[src/rtl/dmem_arbiter.sv]
// dmem_arbiter: two-port round-robin arbiter and sequencer for a single-port
// data memory. Requester 0 is the load/store unit, requester 1 the debug/DMA
// loader. Each accepted request runs IDLE -> ACCESS -> RESP, so one word
// transaction completes every three cycles at most. Every output is a register.
module dmem_arbiter #(
    parameter int DEPTH = 64,
    parameter int AW    = 32,
    parameter int DW    = 32
) (
    input  logic          clk,
    input  logic          rst,
    // requester 0 (load/store unit)
    input  logic          req0,
    input  logic          we0,
    input  logic [AW-1:0] addr0,
    input  logic [DW-1:0] wdata0,
    output logic          gnt0,
    output logic          rvalid0,
    output logic [DW-1:0] rdata0,
    output logic          err0,
    // requester 1 (debug / DMA loader)
    input  logic          req1,
    input  logic          we1,
    input  logic [AW-1:0] addr1,
    input  logic [DW-1:0] wdata1,
    output logic          gnt1,
    output logic          rvalid1,
    output logic [DW-1:0] rdata1,
    output logic          err1,
    // single-port memory
    output logic          mem_we,
    output logic          mem_re,
    output logic [AW-1:0] mem_addr,
    output logic [DW-1:0] mem_wdata,
    input  logic [DW-1:0] mem_rdata
);

    localparam logic [1:0] S_IDLE   = 2'd0;
    localparam logic [1:0] S_ACCESS = 2'd1;
    localparam logic [1:0] S_RESP   = 2'd2;

    // sequencing state
    logic [1:0]    state_q, state_d;
    logic          last_q, last_d;     // port that won the previous arbitration
    logic          sel_q, sel_d;       // port owning the transaction in flight
    logic          oor_q, oor_d;       // latched address is out of range

    // registered outputs
    logic          gnt0_q, gnt0_d, gnt1_q, gnt1_d;
    logic          rvalid0_q, rvalid0_d, rvalid1_q, rvalid1_d;
    logic          err0_q, err0_d, err1_q, err1_d;
    logic [DW-1:0] rdata0_q, rdata0_d, rdata1_q, rdata1_d;
    logic          mem_we_q, mem_we_d, mem_re_q, mem_re_d;
    logic [AW-1:0] mem_addr_q, mem_addr_d;
    logic [DW-1:0] mem_wdata_q, mem_wdata_d;

    // arbitration helpers
    logic          win1;
    logic          win_we;
    logic          win_oor;
    logic [AW-1:0] win_addr;
    logic [DW-1:0] win_wdata;
    logic [DW-1:0] capture;

    // Pick the winner: a lone requester wins, a tie goes to the port that did not win last.
    always_comb begin
        win1      = req1 & (~req0 | ~last_q);
        win_we    = win1 ? we1    : we0;
        win_addr  = win1 ? addr1  : addr0;
        win_wdata = win1 ? wdata1 : wdata0;
        win_oor   = (win_addr >= AW'(DEPTH));
        // A legal read is exactly the case where the read enable was raised.
        capture   = mem_re_q ? mem_rdata : '0;
    end

    // Next-state and next-output logic for the three-phase sequence.
    always_comb begin
        // NOTE: every target gets a default first (hold for state, 0 for pulses) so no path infers a latch.
        state_d     = state_q;
        last_d      = last_q;
        sel_d       = sel_q;
        oor_d       = oor_q;
        rdata0_d    = rdata0_q;
        rdata1_d    = rdata1_q;
        mem_addr_d  = mem_addr_q;
        mem_wdata_d = mem_wdata_q;
        gnt0_d      = 1'b0;
        gnt1_d      = 1'b0;
        rvalid0_d   = 1'b0;
        rvalid1_d   = 1'b0;
        err0_d      = 1'b0;
        err1_d      = 1'b0;
        mem_we_d    = 1'b0;
        mem_re_d    = 1'b0;

        case (state_q)
            S_IDLE: begin
                if (req0 | req1) begin
                    state_d     = S_ACCESS;
                    sel_d       = win1;
                    last_d      = win1;
                    oor_d       = win_oor;
                    mem_addr_d  = win_addr;
                    mem_wdata_d = win_wdata;
                    mem_we_d    = win_we & ~win_oor;
                    mem_re_d    = ~win_we & ~win_oor;
                    gnt0_d      = ~win1;
                    gnt1_d      = win1;
                end
            end
            S_ACCESS: begin
                // The write commits and the read data is captured on the edge leaving ACCESS.
                state_d = S_RESP;
                if (sel_q) begin
                    rvalid1_d = 1'b1;
                    rdata1_d  = capture;
                    err1_d    = oor_q;
                end else begin
                    rvalid0_d = 1'b1;
                    rdata0_d  = capture;
                    err0_d    = oor_q;
                end
            end
            S_RESP: begin
                state_d = S_IDLE;
            end
            default: begin
                state_d = S_IDLE;
            end
        endcase
    end

    // State and output registers; reset drops any transaction in flight.
    always_ff @(posedge clk) begin
        if (rst) begin
            state_q     <= S_IDLE;
            last_q      <= 1'b1;
            sel_q       <= 1'b0;
            oor_q       <= 1'b0;
            gnt0_q      <= 1'b0;
            gnt1_q      <= 1'b0;
            rvalid0_q   <= 1'b0;
            rvalid1_q   <= 1'b0;
            err0_q      <= 1'b0;
            err1_q      <= 1'b0;
            rdata0_q    <= '0;
            rdata1_q    <= '0;
            mem_we_q    <= 1'b0;
            mem_re_q    <= 1'b0;
            mem_addr_q  <= '0;
            mem_wdata_q <= '0;
        end else begin
            // NOTE: sequential state uses non-blocking assignments so every register samples pre-edge values.
            state_q     <= state_d;
            last_q      <= last_d;
            sel_q       <= sel_d;
            oor_q       <= oor_d;
            gnt0_q      <= gnt0_d;
            gnt1_q      <= gnt1_d;
            rvalid0_q   <= rvalid0_d;
            rvalid1_q   <= rvalid1_d;
            err0_q      <= err0_d;
            err1_q      <= err1_d;
            rdata0_q    <= rdata0_d;
            rdata1_q    <= rdata1_d;
            mem_we_q    <= mem_we_d;
            mem_re_q    <= mem_re_d;
            mem_addr_q  <= mem_addr_d;
            mem_wdata_q <= mem_wdata_d;
        end
    end

    assign gnt0      = gnt0_q;
    assign gnt1      = gnt1_q;
    assign rvalid0   = rvalid0_q;
    assign rvalid1   = rvalid1_q;
    assign err0      = err0_q;
    assign err1      = err1_q;
    assign rdata0    = rdata0_q;
    assign rdata1    = rdata1_q;
    assign mem_we    = mem_we_q;
    assign mem_re    = mem_re_q;
    assign mem_addr  = mem_addr_q;
    assign mem_wdata = mem_wdata_q;

endmodule

[config.mk]
export PLATFORM = sky130hd
export DESIGN_NAME = dmem_arbiter
export DESIGN_NICKNAME = d
export VERILOG_FILES = /design/src/rtl/dmem_arbiter.sv
export SDC_FILE = /design/constraint.sdc
export NUM_CORES = 1
export LEC_CHECK = 0
export BUFFER_PORTS_ARGS = -buffer_cell sky130_fd_sc_hd__buf_2
export CAP_MARGIN = 20
export CORE_UTILIZATION = 39
export CTS_CLUSTER_SIZE = 28
export DETAILED_ROUTE_END_ITERATION = 7
export HOLD_SLACK_MARGIN = 0.05
export MAX_ROUTING_LAYER = met4
export PLACE_DENSITY = 0.82
export SLEW_MARGIN = 20
export SYNTH_ARGS = -nofsm -noshare
export SYNTH_HDL_FRONTEND = slang
export SYNTH_SLANG_ARGS = --single-unit
[constraint.sdc]
create_clock -name clk -period 4.03 [get_ports clk]
set_input_delay 0.2015 -clock clk [delete_from_list [all_inputs] [get_ports clk]]
set_output_delay 0.2015 -clock clk [all_outputs]
set_load 0.005 [all_outputs]
==> results of run 1 <==
-- cells by family (layout without fill, tap and decap cells) --
kind of cell,after synthesis,in the layout
and+or+nand+nor,234,234
AOI/OAI and AO/OA,136,136
DFF,141,141
muxes,65,65
buffers and inverters,58,351
-- cell type report --
cell class,instances,area [sq um]
clock inverters,10,160
clock buffers,22,464
flip-flops and latches,141,2830
fillers,1249,6070
well taps,180,225
multi-input cells,435,2580
repair buffers,319,1670
-- metrics by stage --
stage	cells	util [%]
2_1_floorplan	634	-
3_3_place_gp	1066	51.5
3_5_place_dp	1066	51.5
4_1_cts	1107	56.6
5_1_grt	1107	56.6
6_report	1107	56.6
-- power groups by stage --
stage	registers [mW]	clock network, mW	logic [mW]
global placement	1.55	0	0.482
CTS	1.52	1.68	0.499
floorplan	1.55	0	0.253
finish	1.52	1.65	0.497
global route	1.53	1.74	0.546
detailed placement	1.55	0	0.491
-- flip-flops by register name, summed over array words and instances, names as in the netlist, 2 cells and up --
name	cells
mem_addr	32
mem_wdata	32
rdata0	32
rdata1	32
state_q	2
-- final timing paths --
path	from	end	slack [ns]
setup / recovery	state_q[1]	mem_wdata[3]	1.77
hold / removal	mem_rdata[15]	rdata1[15]	0.07
setup reg to reg	state_q[1]	mem_wdata[3]	1.77
hold reg to reg	rdata1[21]	rdata1[21]	0.45
-- cell usage in the layout, fill, tap and decap left out, types with 2 or more instances in the layout --
cell type and instances:
nor4_1 8, clkinv_2 3, clkbuf_8 2, nor3_1 4, clkbuf_16 17, dfxtp_1 140, nand3_1 64, a211oi_1 64
bufinv_16 4, a21oi_1 65, a31oi_1 2, buf_4 10, nor2_1 72, clkbuf_1 3, nand2b_1 2, nor2b_1 2
and2_1 3, inv_6 2, nand2_1 69, mux2i_1 65, buf_2 300, or4_1 3, dlygate4sd3_1 9
-- timing repair --
action,CTS,global route
hold buffers,9,0
resized for setup,0,0
hold endpoints to repair,11,0
-- tightest hold or removal path, cell delays in order --
cell	delay (ns)
buf_2	0.10
nand3_1	0.07
a21oi_1	0.06
-- layer usage --
metal	up-vias	wire length (um)	part of all wire (%)	track usage [%]
met1	2584	6960	41	27.0
met4	0	348	2.0	8.92
met3	27	1300	7.6	5.34
met5	-	0	0	-
li1	2820	-	-	-
met2	265	8560	50	38.4
==> metrics.txt, run 1 <==
Place WS approximately 1.8 ns; Post-Synthesis Cells about 630; largest stage delay on the critical path between 0.8 and 0.9 ns; Leak between 3 and 4 nW; post-synthesis mux area share between 10% and 20%; clock skew approximately 0.0094 ns; GR Overflow Total 0; Yosys reg bits 141; die width 122 um; Num Clock Sinks 141; Mapped Area approximately 5600 sq um; pwr dens 463 nW/um^2; Starting Density 40.3%; Sw Pwr 0.900 mW; CP Class reg2reg; internal power 2.77 mW; Final nets 1080; Hold WC Path Type in2reg; commonest cells in the netlist 141 x dfxtp_1, 73 x nor2_1, 70 x nand2_1; Critical Path Most Common Cell nor2_1; routed length per instance around 16 um; Critical Path End Type flop; clock network power share between 40% and 50%; Yosys cell types 29; final wirelength 17200 um; dpl cell area 7200 sq um; Synth Area in Compound Gates 15.2%; CTS buffer count 17; Core Area 14000 sq um; post-synth top area cell dfxtp_1; vias in the first global route 5186; peak supply drop 0.000339 V; Area Overhead vs Synth 40.6%; critical path depth 5; antenna fix cells 0; initial antenna violation count 0; Arr. time, crit path 2.59 ns; Clock Latency Late Sink 0.42 ns; worst-path maximum fanout 108; Port Buf Inserts 301; Flop pwr share 41.5%; logic gate share of total power 13.5%; Final Hold Viols 0; Worst Hold Depth 3; Setup Buffers After CTS 0; Synth Area in XOR/XNOR 0%; Synth area leaders dfxtp_1 50%, mux2i_1 12%, a211oi_1 8.5%, a21oi_1 5.8%, nand3_1 5.7%; Tmin final 2.26 ns; drt first pass iters 4; CP top delay family compound AO/OA/AOI/OAI gates; Root Driver clkbuf_16; Max Fclk 0.442 GHz; Critical-path top delay cell o21a_4; htree depth 4; layout cells sized above 1 37.4%; ANT nets after route 0; first-pass GRT wire length 25500 um; Finish-stage setup viols 0; Clk pin slew, worst setup/hold paths around 0.06 ns; I/O pin cnt ~300; die area about 15000 sq um; crit-path cells nor2_1 -> o21a_4 -> buf_4 -> nor2_1 -> a211oi_1; Post-synth EDFFs 0; largest family of logic cells by synthesized area simple AND/OR/NAND/NOR gates; GPL Wtd Cong 0.863; Mapped Nets 800; power after layout 3.67 mW; Vias 5696; FFs w/ async S/R, synth 0%; CP required about 4.4 ns; Tcrit/Tclk final 56.2%; Startpoint Class flop; Clock Path Buffers 2; Max-slew headroom 29.4%; Fin Hold WS 0.0689 ns; most common flop cell mapped by yosys dfxtp_1; PnR worst setup slack roughly 1.8 ns; Sw Share 24.6%; Worst Tran Pin Value between 1 and 1.5 ns; share of the synthesized area in the top cell type about half; TritonCTS clock tree done; Adder-Cell Fraction of Synth Area 0%; Final Cell Area 7920 sq um; DR DRC count 0; post-synthesis simple-gate area fraction 18.6%; count leader, synth dfxtp_1; Max Slew Vio Count 0; detailed placement HPWL 12400 um; Register-to-Register Path Depth 5; total negative slack 0 ns; GRT Util Overall 23.1%; Max-Cap Viols 0; status complete, no violations; Buf/Inv on CP 1; synthesized area per cell around 9 sq um; Rows 43; Die H between 100 and 150 um; Syn. warnings 0; vias per cell a little over 5; Seq/Total Area, Yosys 50.1%; largest net degree at the start of global routing between 100 and 150; DRT iter0 DRCs 303; RSZ-0062 raised after global routing no
(Power assumes the default switching activity.)
==> run 2, diff against run 1 <==
==> constraint.sdc (replaced) <==
create_clock -name clk -period 2.36 [get_ports clk]
set_input_delay 0.118 -clock clk [delete_from_list [all_inputs] [get_ports clk]]
set_output_delay 0.118 -clock clk [all_outputs]
set_load 0.005 [all_outputs]
==> metrics.txt, run 2 (synthesized netlist as in run 1, its figures left out) <==
layout cells sized above 1 35.4% (-2.0 points); vias in the first global route 6108 (+18%); Final nets 1149 (+6.4%); Root Driver clkbuf_16; final wirelength 20200 um (+18%); Rows 43 (unchanged); die area 14900 sq um (unchanged); GPL Wtd Cong 0.854 (-1.1%); Clock Latency Late Sink 0.42 ns (about the same); clock skew 0.00958 ns (+0.000191 ns); Die H 122 um (unchanged); crit path from last_q; Critical Path End Type flop; status complete, no violations; Max-slew headroom 58.7% (+29 points); total negative slack 0 ns (unchanged); Worst Tran Pin Value 0.619 ns (-0.440 ns); most common cell after layout, fill and taps aside buf_2; Tcrit/Tclk final 96.0% (+40 points); Port Buf Inserts 301 (unchanged); Max-Cap Viols 0 (unchanged); CP required 2.67 ns (-1.69 ns); Starting Density 40.3% (unchanged); Max Fclk 0.442 GHz (about the same); Hold WC Path Type in2reg; ANT nets after route 0 (unchanged); DRT iter0 DRCs 419 (+38%); CTS buffer count 17 (unchanged); Max Slew Vio Count 0 (unchanged); Area Overhead vs Synth 53.8%; peak supply drop 0.000614 V (+81%); RSZ-0062 raised after global routing no; TritonCTS clock tree done; Leak 3.91 nW (+8.8%); final core utilization 61.9% (+5.3 points); Arr. time, crit path 2.57 ns (-0.02 ns); DR DRC count 0 (unchanged); GR Overflow Total 0 (unchanged); htree depth 4 (unchanged); Tmin final 2.26 ns (+0.00145 ns); Finish-stage setup viols 0 (unchanged); first-pass GRT wire length 29900 um (+17%); worst-path maximum fanout 33 (-69%); die width 122 um (unchanged); Core Area 14000 sq um (unchanged); vias per cell 5.34 (+3.8%); initial antenna violation count 1 (+1); Startpoint Class flop; routed length per instance 17.2 um (+11%); detailed placement HPWL 12800 um (+3.5%); min-delay src addr1[5]; Clock Path Buffers 2 (unchanged); Final Hold Viols 0 (unchanged); Clk pin slew, worst setup/hold paths 0.06 ns (about the same); I/O pin cnt 302 (unchanged); Worst R2R Start last_q; CP Class reg2reg; commonest non-fill, non-tap cells in the layout 300 x buf_2, 140 x dfxtp_1, 73 x dlygate4sd3_1; pwr dens 758 nW/um^2 (+64%); GRT Util Overall 27.1% (+4.0 points); Num Clock Sinks 141 (unchanged); drt first pass iters 8 (+4); Vias 6285 (+10%); largest net degree at the start of global routing 67 (-39%)
[run 2: changes by cell type in the layout (fill, tap and decap cells not counted), moves of 2 or more]
cell / previous run / this run
buf_4: 10 / 12
clkinv_4: 0 / 3
clkbuf_1: 3 / 1
dlygate4sd3_1: 9 / 73
buf_12: 0 / 3
[run 2: path summary, 6_finish.rpt]
| check | slack (ns) | cells past startpoint | end |
|---|---|---|---|
| max | 0.1 | 5 | mem_wdata[29] |
| min | 0.06 | 3 | mem_addr[5] |
| max reg2reg | 0.1 | 5 | mem_wdata[29] |
| min reg2reg | 0.45 | 2 | rdata0[7] |
[run 2: final cells by class]
cell class,instances,area (sq um)
clock buffer,19,443
fill,1094,5330
multi-input combinational,435,2570
clock inverter,13,211
sequential,141,2820
tap,180,225
timing repair buffer,388,2380
antenna,1,2.50
[run 2: report_power, final]
| group | internal, mW | switching [mW] | total (mW) |
|---|---|---|---|
| Combinational | 0.476 | 0.529 | 1.00 |
| Clock | 1.91 | 1.05 | 2.97 |
| Sequential | 2.52 | 0.0764 | 2.60 |
| Total | 4.91 | 1.66 | 6.57 |
[run 2: critical path, cell delays in order (launching register included)]
cell	delay [ns]
dfxtp_1	0.34
a21boi_4	0.24
buf_4	0.52
mux2i_1	0.14
dlygate4sd3_1	0.59
a211oi_1	0.30
[run 2: what timing repair did]
item	CTS	global route
buffers inserted	0	0
resized for setup	0	0
setup endpoints to repair	0	0
hold buffers	73	0
endpoints found under the hold margin	89	0
[run 2: layer usage]
metal	track usage, %	vias up	share of wire [%]
met4	13.5	0	3.8
met2	47.6	346	50
met5	-	-	0
li1	-	2961	-
met3	8.10	56	8.7
met1	27.3	2922	37
[run 2: metrics by stage]
stage	power (mW)	hold WS (ns)	worst slack, ns	cell area [sq um]	cells
after CTS	6.58	0.0505	0.135	8660	1176
after global placement	3.49	0.399	0.610	7270	1071
after floorplan	3.08	0.281	1.01	5630	634
after global routing	6.81	0.0591	0.0269	8660	1177
final	6.57	0.0620	0.0955	8660	1177
after detailed placement	3.51	0.405	0.599	7270	1071
